**src/rtl/uart_pkg.sv**
```systemverilog
// ---------------------------------------------------------------------------
// uart_pkg
// Shared definitions for the UART receive path and its baud generator.
//   UART_OVS    : oversampling ticks per bit period
//   UART_DBIT   : data bits per frame
//   UART_DVSR_W : width of the baud divisor field
//   rx_state_e  : receiver frame-state encoding
// ---------------------------------------------------------------------------
package uart_pkg;

    localparam int UART_OVS    = 16;
    localparam int UART_DBIT   = 8;
    localparam int UART_DVSR_W = 11;

    typedef enum logic [1:0] {
        IDLE,
        START,
        DATA,
        STOP
    } rx_state_e;

endpackage

```
**src/rtl/uart_baud_gen.sv**
```systemverilog
// ---------------------------------------------------------------------------
// uart_baud_gen
// Free-running oversampling tick generator, shared by receiver and transmitter.
// Ports:
//   clk     in  system clock
//   rst_n   in  asynchronous reset, active low
//   dvsr_i  in  divisor; tick period is dvsr_i+1 clocks
//   tick_o  out one-clock tick pulse
// ---------------------------------------------------------------------------
module uart_baud_gen
    import uart_pkg::*;
#(
    parameter int DVSR_W = UART_DVSR_W
) (
    input  logic              clk,
    input  logic              rst_n,
    input  logic [DVSR_W-1:0] dvsr_i,
    output logic              tick_o
);

    logic [DVSR_W-1:0] cnt_q;
    logic [DVSR_W-1:0] cnt_d;
    logic              tick_q;

    // Wrapping on ">=" lets a divisor lowered mid-count recover at once
    // instead of running the counter all the way round.
    always_comb begin
        cnt_d = cnt_q + DVSR_W'(1);
        if (cnt_q >= dvsr_i) begin
            cnt_d = '0;
        end
    end

    always_ff @(posedge clk or negedge rst_n) begin
        if (!rst_n) begin
            cnt_q  <= '0;
            tick_q <= 1'b0;
        end else begin
            cnt_q  <= cnt_d;
            tick_q <= (cnt_q == dvsr_i);
        end
    end

    assign tick_o = tick_q;

endmodule

```
**src/rtl/uart_rx_core.sv**
```systemverilog
// ---------------------------------------------------------------------------
// uart_rx_core
// 8N1 serial receive engine with 16x oversampling.
// Ports:
//   clk          in  system clock
//   rst_n        in  asynchronous reset, active low
//   dvsr_i       in  baud divisor; tick period = dvsr_i+1 clocks
//   rx_i         in  serial line from pad, asynchronous, idle high
//   rxing_o      out high while a frame is in progress
//   rx_done_o    out one-clock pulse, frame complete and d_rx_o valid
//   d_rx_o       out last received byte, held until the next rx_done_o
//   frame_err_o  out one-clock pulse with rx_done_o when the stop bit was 0
// ---------------------------------------------------------------------------
module uart_rx_core
    import uart_pkg::*;
#(
    parameter int DBIT   = UART_DBIT,
    parameter int OVS    = UART_OVS,
    parameter int DVSR_W = UART_DVSR_W
) (
    input  logic              clk,
    input  logic              rst_n,
    input  logic [DVSR_W-1:0] dvsr_i,
    input  logic              rx_i,
    output logic              rxing_o,
    output logic              rx_done_o,
    output logic [DBIT-1:0]   d_rx_o,
    output logic              frame_err_o
);

    localparam int S_W = $clog2(OVS);
    localparam int N_W = (DBIT > 1) ? $clog2(DBIT) : 1;

    localparam logic [S_W-1:0] S_MID  = S_W'(OVS / 2 - 1);
    localparam logic [S_W-1:0] S_LAST = S_W'(OVS - 1);
    localparam logic [N_W-1:0] N_LAST = N_W'(DBIT - 1);

    logic            tick;
    logic [1:0]      sync_q;
    logic            rx_s;

    rx_state_e       state_q, state_d;
    logic [S_W-1:0]  s_q, s_d;
    logic [N_W-1:0]  n_q, n_d;
    logic [DBIT-1:0] shreg_q, shreg_d;
    logic [DBIT-1:0] d_rx_q, d_rx_d;
    logic            done_d, ferr_d;
    logic            rx_done_q, frame_err_q, rxing_q;

    uart_baud_gen #(
        .DVSR_W (DVSR_W)
    ) u_baud (
        .clk    (clk),
        .rst_n  (rst_n),
        .dvsr_i (dvsr_i),
        .tick_o (tick)
    );

    // Two-flop synchronizer, reset to the idle-high line level so reset
    // release never looks like a start edge.
    always_ff @(posedge clk or negedge rst_n) begin
        if (!rst_n) begin
            sync_q <= 2'b11;
        end else begin
            sync_q <= {sync_q[0], rx_i};
        end
    end

    assign rx_s = sync_q[1];

    // Frame deframer. IDLE reacts on any clock so the start-bit phase is
    // measured from the actual edge; every other state advances on ticks.
    always_comb begin
        state_d = state_q;
        s_d     = s_q;
        n_d     = n_q;
        shreg_d = shreg_q;
        d_rx_d  = d_rx_q;
        done_d  = 1'b0;
        ferr_d  = 1'b0;

        case (state_q)
            IDLE: begin
                if (!rx_s) begin
                    state_d = START;
                    s_d     = '0;
                end
            end

            START: begin
                if (tick) begin
                    if (s_q == S_MID) begin
                        if (rx_s) begin
                            state_d = IDLE;
                        end else begin
                            state_d = DATA;
                            s_d     = '0;
                            n_d     = '0;
                        end
                    end else begin
                        s_d = s_q + S_W'(1);
                    end
                end
            end

            DATA: begin
                if (tick) begin
                    if (s_q == S_LAST) begin
                        s_d     = '0;
                        shreg_d = {rx_s, shreg_q[DBIT-1:1]};
                        if (n_q == N_LAST) begin
                            state_d = STOP;
                        end else begin
                            n_d = n_q + N_W'(1);
                        end
                    end else begin
                        s_d = s_q + S_W'(1);
                    end
                end
            end

            STOP: begin
                if (tick) begin
                    if (s_q == S_LAST) begin
                        d_rx_d  = shreg_q;
                        done_d  = 1'b1;
                        ferr_d  = !rx_s;
                        state_d = IDLE;
                    end else begin
                        s_d = s_q + S_W'(1);
                    end
                end
            end

            default: begin
                state_d = IDLE;
            end
        endcase
    end

    // State and registered outputs. rxing follows the next state so that it
    // drops in the same clock as the rx_done pulse.
    always_ff @(posedge clk or negedge rst_n) begin
        if (!rst_n) begin
            state_q     <= IDLE;
            s_q         <= '0;
            n_q         <= '0;
            shreg_q     <= '0;
            d_rx_q      <= '0;
            rx_done_q   <= 1'b0;
            frame_err_q <= 1'b0;
            rxing_q     <= 1'b0;
        end else begin
            state_q     <= state_d;
            s_q         <= s_d;
            n_q         <= n_d;
            shreg_q     <= shreg_d;
            d_rx_q      <= d_rx_d;
            rx_done_q   <= done_d;
            frame_err_q <= ferr_d;
            rxing_q     <= (state_d != IDLE);
        end
    end

    assign rxing_o     = rxing_q;
    assign rx_done_o   = rx_done_q;
    assign d_rx_o      = d_rx_q;
    assign frame_err_o = frame_err_q;

endmodule

```
**config.mk**
```make
export PLATFORM = sky130hd
export DESIGN_NAME = uart_rx_core
export DESIGN_NICKNAME = d
export VERILOG_FILES = /design/src/rtl/uart_pkg.sv /design/src/rtl/uart_baud_gen.sv /design/src/rtl/uart_rx_core.sv
export SDC_FILE = /design/constraint.sdc
export NUM_CORES = 1
export LEC_CHECK = 0
export ABC_AREA = 1
export CORE_MARGIN = 2
export CORE_UTILIZATION = 51
export DETAILED_ROUTE_END_ITERATION = 8
export PLACE_DENSITY = 0.84
export SLEW_MARGIN = 20
export SYNTH_ARGS = -nofsm -noshare
export SYNTH_HDL_FRONTEND = slang
export SYNTH_HIERARCHICAL = 1
export SYNTH_SLANG_ARGS = --single-unit
```
**constraint.sdc**
```tcl
create_clock -name clk -period 1.35 [get_ports clk]
set_input_delay 0.405 -clock clk [delete_from_list [all_inputs] [get_ports clk]]
set_output_delay 0.405 -clock clk [all_outputs]
set_load 0.005 [all_outputs]
```
After elaboration in Yosys (flattened, before gate mapping)
Cells that the tools add are included.

operators by class
  multiply operators = 0
  bitwise logic cells = 0
  $lt $le $gt $ge = 1
  shifts and indexed selects = 0
  equality and inequality tests = 15
  div/mod/pow operators = 0
  multiplexer cells = 32
  reductions and logical operators = 8
  $add $sub $neg = 3

operators by type and width
  kind                     count
  $mux W4                  7
  $mux W2                  9
  $mux W3                  6
  $pmux W4 S4              1
  $add A11 B1 Y11 const B  1
  $eq A11 B11 Y1           1
  $ge A11 B11 Y1           1
  $mux W11                 1
  $ne A2 B2 Y1 const B     5
  $pmux W2 S4              1
  $reduce_and A7 Y1        1
  $mux W1                  6
  $ne A2 B1 Y1 const B     3
  $pmux W3 S2              1
  $reduce_and A3 Y1        2
  $add A4 B1 Y4 const B    1
  $eq A2 B2 Y1 const B     2
  $eq A4 B3 Y1 const B     1
  $eq A4 B4 Y1 const B     1
  $reduce_and A4 Y1        1
  $reduce_bool A2 Y1       2
  $add A3 B1 Y3 const B    1
  $eq A3 B3 Y1 const B     1
  $eq A2 B1 Y1 const B     1
  2 further kinds          2

storage, ports and cells
  bits in writable memories = 0
  logic and storage cells = 70
  memories kept = 0
  memory bits (read-only) = 0
  bits of input ports = 14
  latch bits = 0
  flip-flop bits (word level) = 42

Longest topological paths before layout
Gate-level depths: netlist of run 1.

  depth in word-level cells = 6
  depth in mapped cells = 10
  depth with buffers taken out = 9

Modules after synthesis
The synthesis of run 1 kept the hierarchy.

by module, submodules not included
  module         cells an instance  area each (um^2)  instances
  uart_rx_core   163                1475.2            1
  uart_baud_gen  115                880.8             1

Worst setup path before layout of run 1
No wires, ideal clock.

  path type = input port to flip-flop
  from = input dvsr_i[10]
  to = register u_baud.cnt_q[0]
  data arrival time = 1.321 ns
  required time = 1.229 ns
  stages on the path = 9
  slack = -0.092 ns
  library setup time = 0.121 ns
  cell sequence = inv_1 -> ha_1 -> nand2_1 -> nor2_2 -> and2_1 -> nand2_1 -> nand3_2 -> buf_6 -> nor2_1

on the way
  cells in the longest elaborated chain, start to end = 2

RTL lines
  what                       RTL line             RTL
  start: declaration         uart_rx_core.sv:23   input logic [DVSR_W-1:0] dvsr_i,
  $ge A11 B11 Y1             uart_baud_gen.sv:29  if (cnt_q >= dvsr_i) begin
  $mux W11                   uart_baud_gen.sv:29
  named net u_baud.cnt_d[0]  uart_baud_gen.sv:22  logic [DVSR_W-1:0] cnt_d;
  end signal: assignment     uart_baud_gen.sv:39  cnt_q <= cnt_d;
  end: declaration           uart_baud_gen.sv:21  logic [DVSR_W-1:0] cnt_q;

The timed path passes the listed nets, and every way through them passes these cells.
A chain may end at the register's enable or synchronous reset.

Worst setup path after layout of run 1
  from = register u_baud.cnt_q[4]
  to = register u_baud.cnt_q[3]

on the way
  cells in the longest elaborated chain, start to end = 2

RTL lines
  what                       RTL line
  $ge A11 B11 Y1             uart_baud_gen.sv:29
  $mux W11                   uart_baud_gen.sv:29
  named net u_baud.cnt_d[3]  uart_baud_gen.sv:22

The timed path passes the listed nets, and every way through them passes these cells.

==> results.yml, run 1 <==
critical_path:
  crit_arrival_ns: 1.75
  cp_max_fo: 6
  cp-end-kind: "flip-flop"
  reg2reg_depth: 8
  criticalPathCategory: "flip-flop to flip-flop"
  cp-start-kind: "flip-flop"
  cp.required_ns: 1.58
placed_design:
  gp_congestion: 0.798
  dpl_cell_area_um2: 2860
  numPortBuffers: 24
  place_worst_setup_slack_ns: -0.702
  dp_hpwl_um: 3530
clock_network:
  clock_latency_ns: 0.30
  cts_tree: "built"
  max-clock-path-buffers: 2
  cts_root_buffer: "clkbuf_8"
  clk_pin_slew_ns: 0.08
  clock-sinks: 42
  ctsHtreeMaxLevel: 2
  cts_made_buffers: 5
detailed_routing:
  via_count: 2260
  drc: 0
  drt_iter0_markers: 267
  routed_wl_um: 7100
  vias_per_cell: 5.64
  final_antenna_net_count: 0
  avgRoutedWirePerCell_um: 17.7
  drt_pass1_iterations: 5
synthesis:
  ys_warn_count: 6
  syn_nets: 307
  synth_area_um2: 2360
  yosysUniqueCellTypes: 29
  seq_area_frac_synth_pct: 44.7
  synth-seq-cells: 42
  synthCells: 278
  synth_area_per_cell_um2: 8.47
hold_path:
  hp-class: "input pin to async pin"
grt:
  grt_usage_pct: 24.0
  antenna_found_initial: 0
  grt_pass1_wl_um: 9520
  grt_max_degree: 20
  first_global_vias: 2231
  grt_overflow: 0
timing:
  tightest_slew_ns: 0.443
  finalCriticalPeriod_ns: 1.52
  fmax_mhz: 657
  max_slew_margin_pct: 70.5
  rsz0062_at_grt: "yes"
  setup_viol: 37
  hold_viol_final: 0
  period_share_pct: 113
  fin_ws_ns: -0.173
  slew_viol_final: 0
  fin_skew_ns: 0.00652
pwr:
  peakVddDrop_mv: 0.802
  p_per_area_nw_per_um2: 1050
  leakage_nw: 1.69
outcome:
  violations: "negative setup slack"
  status: "finished, violations left"
floorplanning:
  core_area_um2: 4410
  die_area_um2: 5180
  die_w_um: 72.0
  io_pins: 25
  start_util_pct: 53.4
  die_y_um: 72.0
  row_count: 24
layout:
  stdcell_area_um2: 3630
  mostFrequentLayoutCells: "45 x nand2_1, 36 x dfrtp_1, 33 x buf_4"
  diodes: 0
  final_nets: 377
  drive_above_1_share_pct: 50.1
  final_common_cell: "nand2_1"
  area_delta_synth_final_pct: 54.2
run:
  drv_cap: 0
-- area by class of cell --
class / count / area [um2]
multi-input combinational: 191 / 1660
sequential: 42 / 1060
fill: 245 / 782
timing repair buffer: 64 / 562
inverter: 44 / 173
clock buffer: 6 / 72.6
tap: 52 / 65.1
clock inverter: 2 / 37.5
-- layer usage --
metal  vias to the layer above  part of all wire (%)  track usage [%]
met5                         -                     0                0
met1                      1103                    36             26.2
li1                       1022                     -                -
met2                       104                    54             43.1
met4                         0                   4.6             14.3
met3                        31                   5.1             4.58
-- kinds of logic (layout without fill, tap and decap cells) --
group | Yosys count | after routing | share of synthesized area, %
flops | 42 | 42 | 44.7
fa+ha+maj | 15 | 15 | 7.97
xor+xnor | 7 | 7 | 2.60
buf+inv | 48 | 116 | 8.66
simple gates | 142 | 145 | 28.5
compound gates | 24 | 24 | 7.59
-- critical path, stage by stage (launching register included) --
cell and delay [ns]:
dfrtp_1 0.44, ha_4 0.26, nand2_1 0.05, nand2_1 0.05, nand3_1 0.08, nand2_1 0.06
nand2_1 0.18, nand3_4 0.19, nor2_2 0.13
-- synth_stat cells (all sizes together) --
master   n  area (um2)
nand2   80         325
inv     43         161
dfrtp   40        1000
nor2    33         163
nand3   19         123
o21ai   18         146
ha      15         188
nand4    6        37.5
xor2     6        52.6
a21oi    5        25.0
buf      4        38.8
dfstp    2        52.6
nor3     2        10.0
and2     1        6.26
and3     1        6.26
clkinv   1        3.75
o21bai   1        7.51
xnor2    1        8.76
-- state kept, by name (all words and copies together) (netlist names) --
signal         flops
rxing_o            1
rx_done_o          1
n_q                3
u_baud/cnt_q      11
frame_err_o        1
sync_q             2
u_baud/tick_o      1
state_q            2
shreg_q            8
s_q                4
d_rx_o             8
-- metrics by stage --
step / hold WS (ns) / power [W] / util, % / setup TNS [ns] / cells
finish: 0.0382 / 0.00382 / 82.3 / -2.80 / 401
detailed placement: 0.347 / 0.00231 / 64.9 / -8.45 / 372
floorplan: 0.109 / 0.00194 / - / -0.399 / 278
CTS: 0.0458 / 0.00359 / 72.5 / -1.02 / 386
global route: 0.0596 / 0.00402 / 82.3 / -4.88 / 401
global placement: 0.348 / 0.00226 / 64.9 / -7.30 / 372
-- where the power goes --
part	internal, W	switching, W
sequential	0.00137	0.000132
clock	0.000552	0.000457
combinational	0.000623	0.000687
total	0.00255	0.00128
-- worst paths after layout --
check	from	end	slack, ns
max in group asynchronous	rst_n	u_baud/cnt_q[6]	0.81
worst max register to register	u_baud/cnt_q[4]	u_baud/cnt_q[3]	-0.17
min in group clk	sync_q[0]	sync_q[1]	0.36
worst min-delay path	rst_n	u_baud/tick_o	0.04
worst min register to register	sync_q[0]	sync_q[1]	0.36
worst max-delay path	u_baud/cnt_q[4]	u_baud/cnt_q[3]	-0.17
-- repair_timing --
item,4_1_cts,5_1_grt
pin swaps,32,36
buffers inserted,5,13
hold buffers,0,0
hold endpoints to repair,0,0
cloned,1,2
setup endpoints to repair,47,42
gates resized for setup,71,81
(Power assumes the default switching activity.)
==> run 2: changes to the inputs <==
MAX_ROUTING_LAYER = met4   (was unset)
PLACE_DENSITY = 0.75   (was 0.84)
==> run 2 against run 1 <==
The run still ends with negative setup slack left. Count of clock-buffer cells in the layout stayed put. Core utilization is 1.8 points lower. Total power is 3.6% lower. Setup slack better by 0.046 ns. Via count is 10% lower. Clock power hardly changed. Worst hold slack better by 0.0019 ns. Die area stayed put. First-iteration DRC count is 57% lower. Register-to-register slack better by 0.05 ns. Critical endpoint is now u_baud/cnt_q[4]. Largest power group unchanged.
==> results.yml, run 2 (synthesis gave the netlist of run 1 again) <==
outcome:
  status: "finished, violations left"
  violations: "negative setup slack"
pwr:
  peakVddDrop_mv: 0.811
  leakage_nw: 1.65
  p_per_area_nw_per_um2: 1040
timing:
  finalCriticalPeriod_ns: 1.48
  tightest_slew_ns: 0.349
  fmax_mhz: 677
  fin_hold_ws_ns: 0.0402
  rsz0062_at_grt: "yes"
  fin_ws_ns: -0.127
  period_share_pct: 109
  setup_viol: 29
  slew_viol_final: 0
  hold_viol_final: 0
  fin_skew_ns: 0.00893
  max_slew_margin_pct: 76.8
critical_path:
  slowest_stage: "dfrtp_1"
  crit_arrival_ns: 1.71
  cp.required_ns: 1.58
  cp-end-kind: "flip-flop"
  critical-path-max-stage-delay_ns: 0.41
  cpMostUsedCell: "nand2_4"
  criticalPathCategory: "flip-flop to flip-flop"
  cp_max_fo: 6
  crit_buf_inv: 1
  crit_chain: "ha_4 -> nand2_4 -> inv_1 -> nand2_2 -> nand2_4 -> nor2_4 -> nand3_4 -> nor2_2"
  worst_path_dominant_cell_family: "simple AND/OR/NAND/NOR gates"
  cp-start-kind: "flip-flop"
layout:
  fin_cells: 398
  diodes: 0
  fin_util_pct: 80.5
  drive_above_1_share_pct: 50.9
  top_register: "u_baud/cnt_q"
  final_common_cell: "nand2_1"
  fillers: 278
  mostFrequentLayoutCells: "42 x nand2_1, 37 x dfrtp_1, 33 x buf_4"
  largest_register_ffs: 11
  area_delta_synth_final_pct: 50.9
  final_nets: 374
clock_network:
  max-clock-path-buffers: 2
  cts_made_buffers: 5
  clock-sinks: 42
  clk_pin_slew_ns: 0.09
  ctsHtreeMaxLevel: 2
  cts_tree: "built"
  clock_latency_ns: 0.30
  cts_root_buffer: "clkbuf_8"
floorplanning:
  die_area_um2: 5180
  start_util_pct: 53.4
  row_count: 24
  die_y_um: 72.0
  io_pins: 25
  core_area_um2: 4410
  die_w_um: 72.0
detailed_routing:
  vias_per_cell: 5.09
  drt_iter0_markers: 114
  drc: 0
  avgRoutedWirePerCell_um: 14.7
  drt_pass1_iterations: 4
  via_count: 2027
  routed_wl_um: 5830
  final_antenna_net_count: 0
placed_design:
  gp_congestion: 0.804
  place_worst_setup_slack_ns: -0.688
  dp_hpwl_um: 3240
  numPortBuffers: 24
  dpl.cell_count: 375
grt:
  grt_max_degree: 28
  grt_usage_pct: 22.1
  antenna_found_initial: 0
  first_global_vias: 1963
  grt_pass1_wl_um: 8530
  grt_overflow: 0
run:
  drv_cap: 0
hold_path:
  hp-class: "input pin to async pin"
==> run 2: routing by layer <==
layer	vias to the layer above	share of wire [%]	track usage, %
li1	1014	-	-
met1	969	41	25.7
met2	35	54	37.3
met3	9	2.4	4.31
met4	0	2.1	9.43
met5	-	0	-
==> run 2: final timing paths <==
path,start,depth (start not counted),slack [ns],endpoint
setup / recovery,u_baud/cnt_q[10],8,-0.13,u_baud/cnt_q[4]
hold reg to reg,sync_q[0],0,0.36,sync_q[1]
hold / removal,rst_n,2,0.04,rxing_o
setup reg to reg,u_baud/cnt_q[10],8,-0.13,u_baud/cnt_q[4]
min in group clk,sync_q[0],0,0.36,sync_q[1]
max in group asynchronous,rst_n,2,0.94,sync_q[0]
==> run 2: layout make-up <==
type | instances | area [um2] | share of cell area, %
clock buffers | 6 | 72.6 | 2.04
flip-flops and latches | 42 | 1060 | 29.7
clock inverters | 2 | 37.5 | 1.06
inverters | 44 | 175 | 4.93
well taps | 52 | 65.1 | 1.83
multi-input cells | 191 | 1640 | 46.2
repair buffers | 61 | 505 | 14.2
==> run 2: through the flow <==
stage	setup TNS (ns)	total power, W	cell area, um2
final	-1.44	0.00369	3550
after global routing	-3.65	0.00389	3550
after CTS	-0.684	0.00354	3200
after detailed placement	-7.99	0.00230	2870
after global placement	-7.42	0.00227	2870
after floorplan	-0.399	0.00194	2420
==> run 2: repair_timing <==
| action | in CTS | in global routing |
|---|---|---|
| buffers inserted | 5 | 7 |
| hold buffers | 0 | 0 |
| endpoints found under the setup margin | 45 | 39 |
| cloned | 1 | 2 |
| pin swaps | 34 | 30 |
| resized for setup | 70 | 79 |
==> run 2: power breakdown <==
| part | switching [W] | total (W) | leakage [nW] | internal [W] |
|---|---|---|---|---|
| sequential | 0.000120 | 0.00149 | 0.554 | 0.00137 |
| clock | 0.000447 | 0.000999 | 0.0514 | 0.000552 |
| combinational | 0.000605 | 0.00120 | 1.05 | 0.000591 |
==> run 3: changes to the inputs <==
GPL_TIMING_DRIVEN = 0   (was unset)
==> run 3 against run 2 <==
The run still ends with negative setup slack left. Register-to-register slack worse by 0.08 ns. Global-route usage is 0.48 points higher. Fmax is 5.0% lower. Critical path depth is 1 higher. Wire length is 12% higher. Clock skew is 0.0034 ns lower. Cell count is 0.50% lower. Via count is 4.7% higher. Combinational power hardly changed. Cell area is 0.11% lower. First-iteration DRC count is 34% higher. Critical path type unchanged. Largest cell class unchanged.
==> results.yml, run 3 (synthesis gave the netlist of run 1 again) <==
outcome:
  status: "finished, violations left"
  violations: "negative setup slack"
layout:
  fillers: 266
  mostFrequentLayoutCells: "48 x nand2_1, 35 x dfrtp_1, 30 x inv_1"
  drive_above_1_share_pct: 48.8
  multi_input_area_um2: 1530
  largest_register_ffs: 11
  seqCellArea_um2: 1060
  fin_cells: 396
  stdcell_area_um2: 3550
  final_nets: 372
  diodes: 0
  top_register: "u_baud/cnt_q"
  area_delta_synth_final_pct: 50.7
  final_common_cell: "nand2_1"
clock_network:
  max-clock-path-buffers: 2
  ctsHtreeMaxLevel: 2
  cts_made_buffers: 5
  cts_root_buffer: "clkbuf_8"
  clock-sinks: 42
  cts_tree: "built"
  clk_pin_slew_ns: 0.09
  cts_hold_buf: 0
  clock_latency_ns: 0.30
grt:
  met1_usage_pct: 29.4
  use_met2_pct: 35.2
  use_met3_pct: 4.31
  grt_max_degree: 29
  first_global_vias: 1944
  top_usage_layer: "met2"
  antenna_found_initial: 0
  grt_overflow: 0
  grt_pass1_wl_um: 8780
  grt_usage_pct: 22.6
floorplanning:
  die_area_um2: 5180
  die_y_um: 72.0
  start_util_pct: 53.4
  die_w_um: 72.0
  io_pins: 25
  row_count: 24
  core_area_um2: 4410
critical_path:
  crit_buf_inv: 1
  r2r-start: "u_baud/cnt_q[2]"
  worst_path_dominant_cell_family: "simple AND/OR/NAND/NOR gates"
  cp.required_ns: 1.54
  slowest_stage: "dfrtp_2"
  crit_chain: "ha_4 -> nand2_2 -> nor2_2 -> nand2_2 -> nor2_2 -> nor2_2 -> nand3_4 -> buf_8 -> nor2_2"
  reg2reg_slack_ns: -0.20
  cp-start-kind: "flip-flop"
  cpMostUsedCell: "nor2_2"
  crit_arrival_ns: 1.74
  reg2reg_depth: 9
  cp_max_fo: 5
  critical-path-max-stage-delay_ns: 0.44
  criticalPathCategory: "flip-flop to flip-flop"
  cp-end-kind: "flip-flop"
  reg2reg_to: "u_baud/cnt_q[4]"
pwr:
  power.total_w: 0.00368
  p_clk_share_pct: 27.5
  pwr-share-seq_pct: 40.7
  peakVddDrop_mv: 0.929
  sw_frac_of_total_pct: 31.7
  switching_power_w: 0.00117
  p_per_area_nw_per_um2: 1040
  combPwrFrac_pct: 31.8
  leakage_nw: 1.68
  p_int_w: 0.00251
detailed_routing:
  via_count: 2122
  final_antenna_net_count: 0
  drt_iter0_markers: 153
  routed_wl_um: 6540
  drc: 0
  vias_per_cell: 5.36
  drt_pass1_iterations: 4
  avgRoutedWirePerCell_um: 16.5
timing:
  tightest_slew_ns: 0.366
  max_slew_margin_pct: 75.6
  period_share_pct: 115
  slew_viol_final: 0
  hold_viol_final: 0
  finalCriticalPeriod_ns: 1.55
  fin_ws_ns: -0.204
  rsz0062_at_grt: "yes"
  setup_viol: 33
  fmax_mhz: 643
  fin_skew_ns: 0.00554
hold_path:
  hp-class: "input pin to async pin"
run:
  drv_cap: 0
placed_design:
  numPortBuffers: 24
  dp_hpwl_um: 3210
  dpl.cell_count: 355
  dpl_cell_area_um2: 2740
  gp_congestion: 0.785
run 3: power groups by stage:
stage / Sequential [W] / Combinational, W / Clock, W
2_1_floorplan: 0.00151 / 0.000432 / 0
3_3_place_gp: 0.00153 / 0.000558 / 0
3_5_place_dp: 0.00154 / 0.000602 / 0
4_1_cts: 0.00151 / 0.000926 / 0.00101
5_1_grt: 0.00151 / 0.00130 / 0.00108
6_report: 0.00150 / 0.00117 / 0.00101
run 3: metal layers:
metal  share of wire (%)  vias up  wire length [um]
li1                    -      998                 -
met1                  38     1015              2520
met2                  53       81              3490
met3                 3.9       28               257
met4                 4.2        0               272
met5                   0        -                 0
run 3: stage by stage:
step           hold WS [ns]  TNS [ns]  utilization, %  setup slack (ns)
6_report            0.00445     -3.60            80.4            -0.204
5_1_grt              0.0156     -6.12            80.4            -0.257
4_1_cts              0.0119     -1.97            74.4            -0.195
3_5_place_dp          0.330    -10.37            62.2            -0.700
3_3_place_gp          0.347    -59.44            61.8             -1.21
2_1_floorplan         0.109    -0.399               -           -0.0418
run 3: what timing repair did:
item,in CTS,in global routing
endpoints found under the hold margin,0,0
resized for setup,85,62
setup endpoints to repair,48,44
pin swaps,37,26
buffers inserted,21,9
gates cloned,3,0
run 3: worst max path at each step:
stage | depth (start not counted) | startpoint | endpoint | slack, ns
final | 9 | u_baud/cnt_q[2] | u_baud/cnt_q[4] | -0.20
after global routing | 9 | u_baud/cnt_q[2] | u_baud/cnt_q[4] | -0.26
after CTS | 9 | u_baud/cnt_q[3] | u_baud/cnt_q[4] | -0.20
after detailed placement | 10 | dvsr_i[8] | u_baud/cnt_q[4] | -0.70
after global placement | 1 | rst_n | d_rx_o[5] | -1.21
after floorplan | 8 | u_baud/cnt_q[4] | u_baud/cnt_q[0] | -0.04
run 3: layout make-up:
| type | count | area share, % |
|---|---|---|
| buffer | 4 | 1.41 |
| clock buffer | 6 | 2.04 |
| clock inverter | 2 | 1.06 |
| inverter | 44 | 4.86 |
| multi-input combinational | 188 | 43.2 |
| sequential | 42 | 29.8 |
| tap | 52 | 1.83 |
| timing repair buffer | 58 | 15.8 |
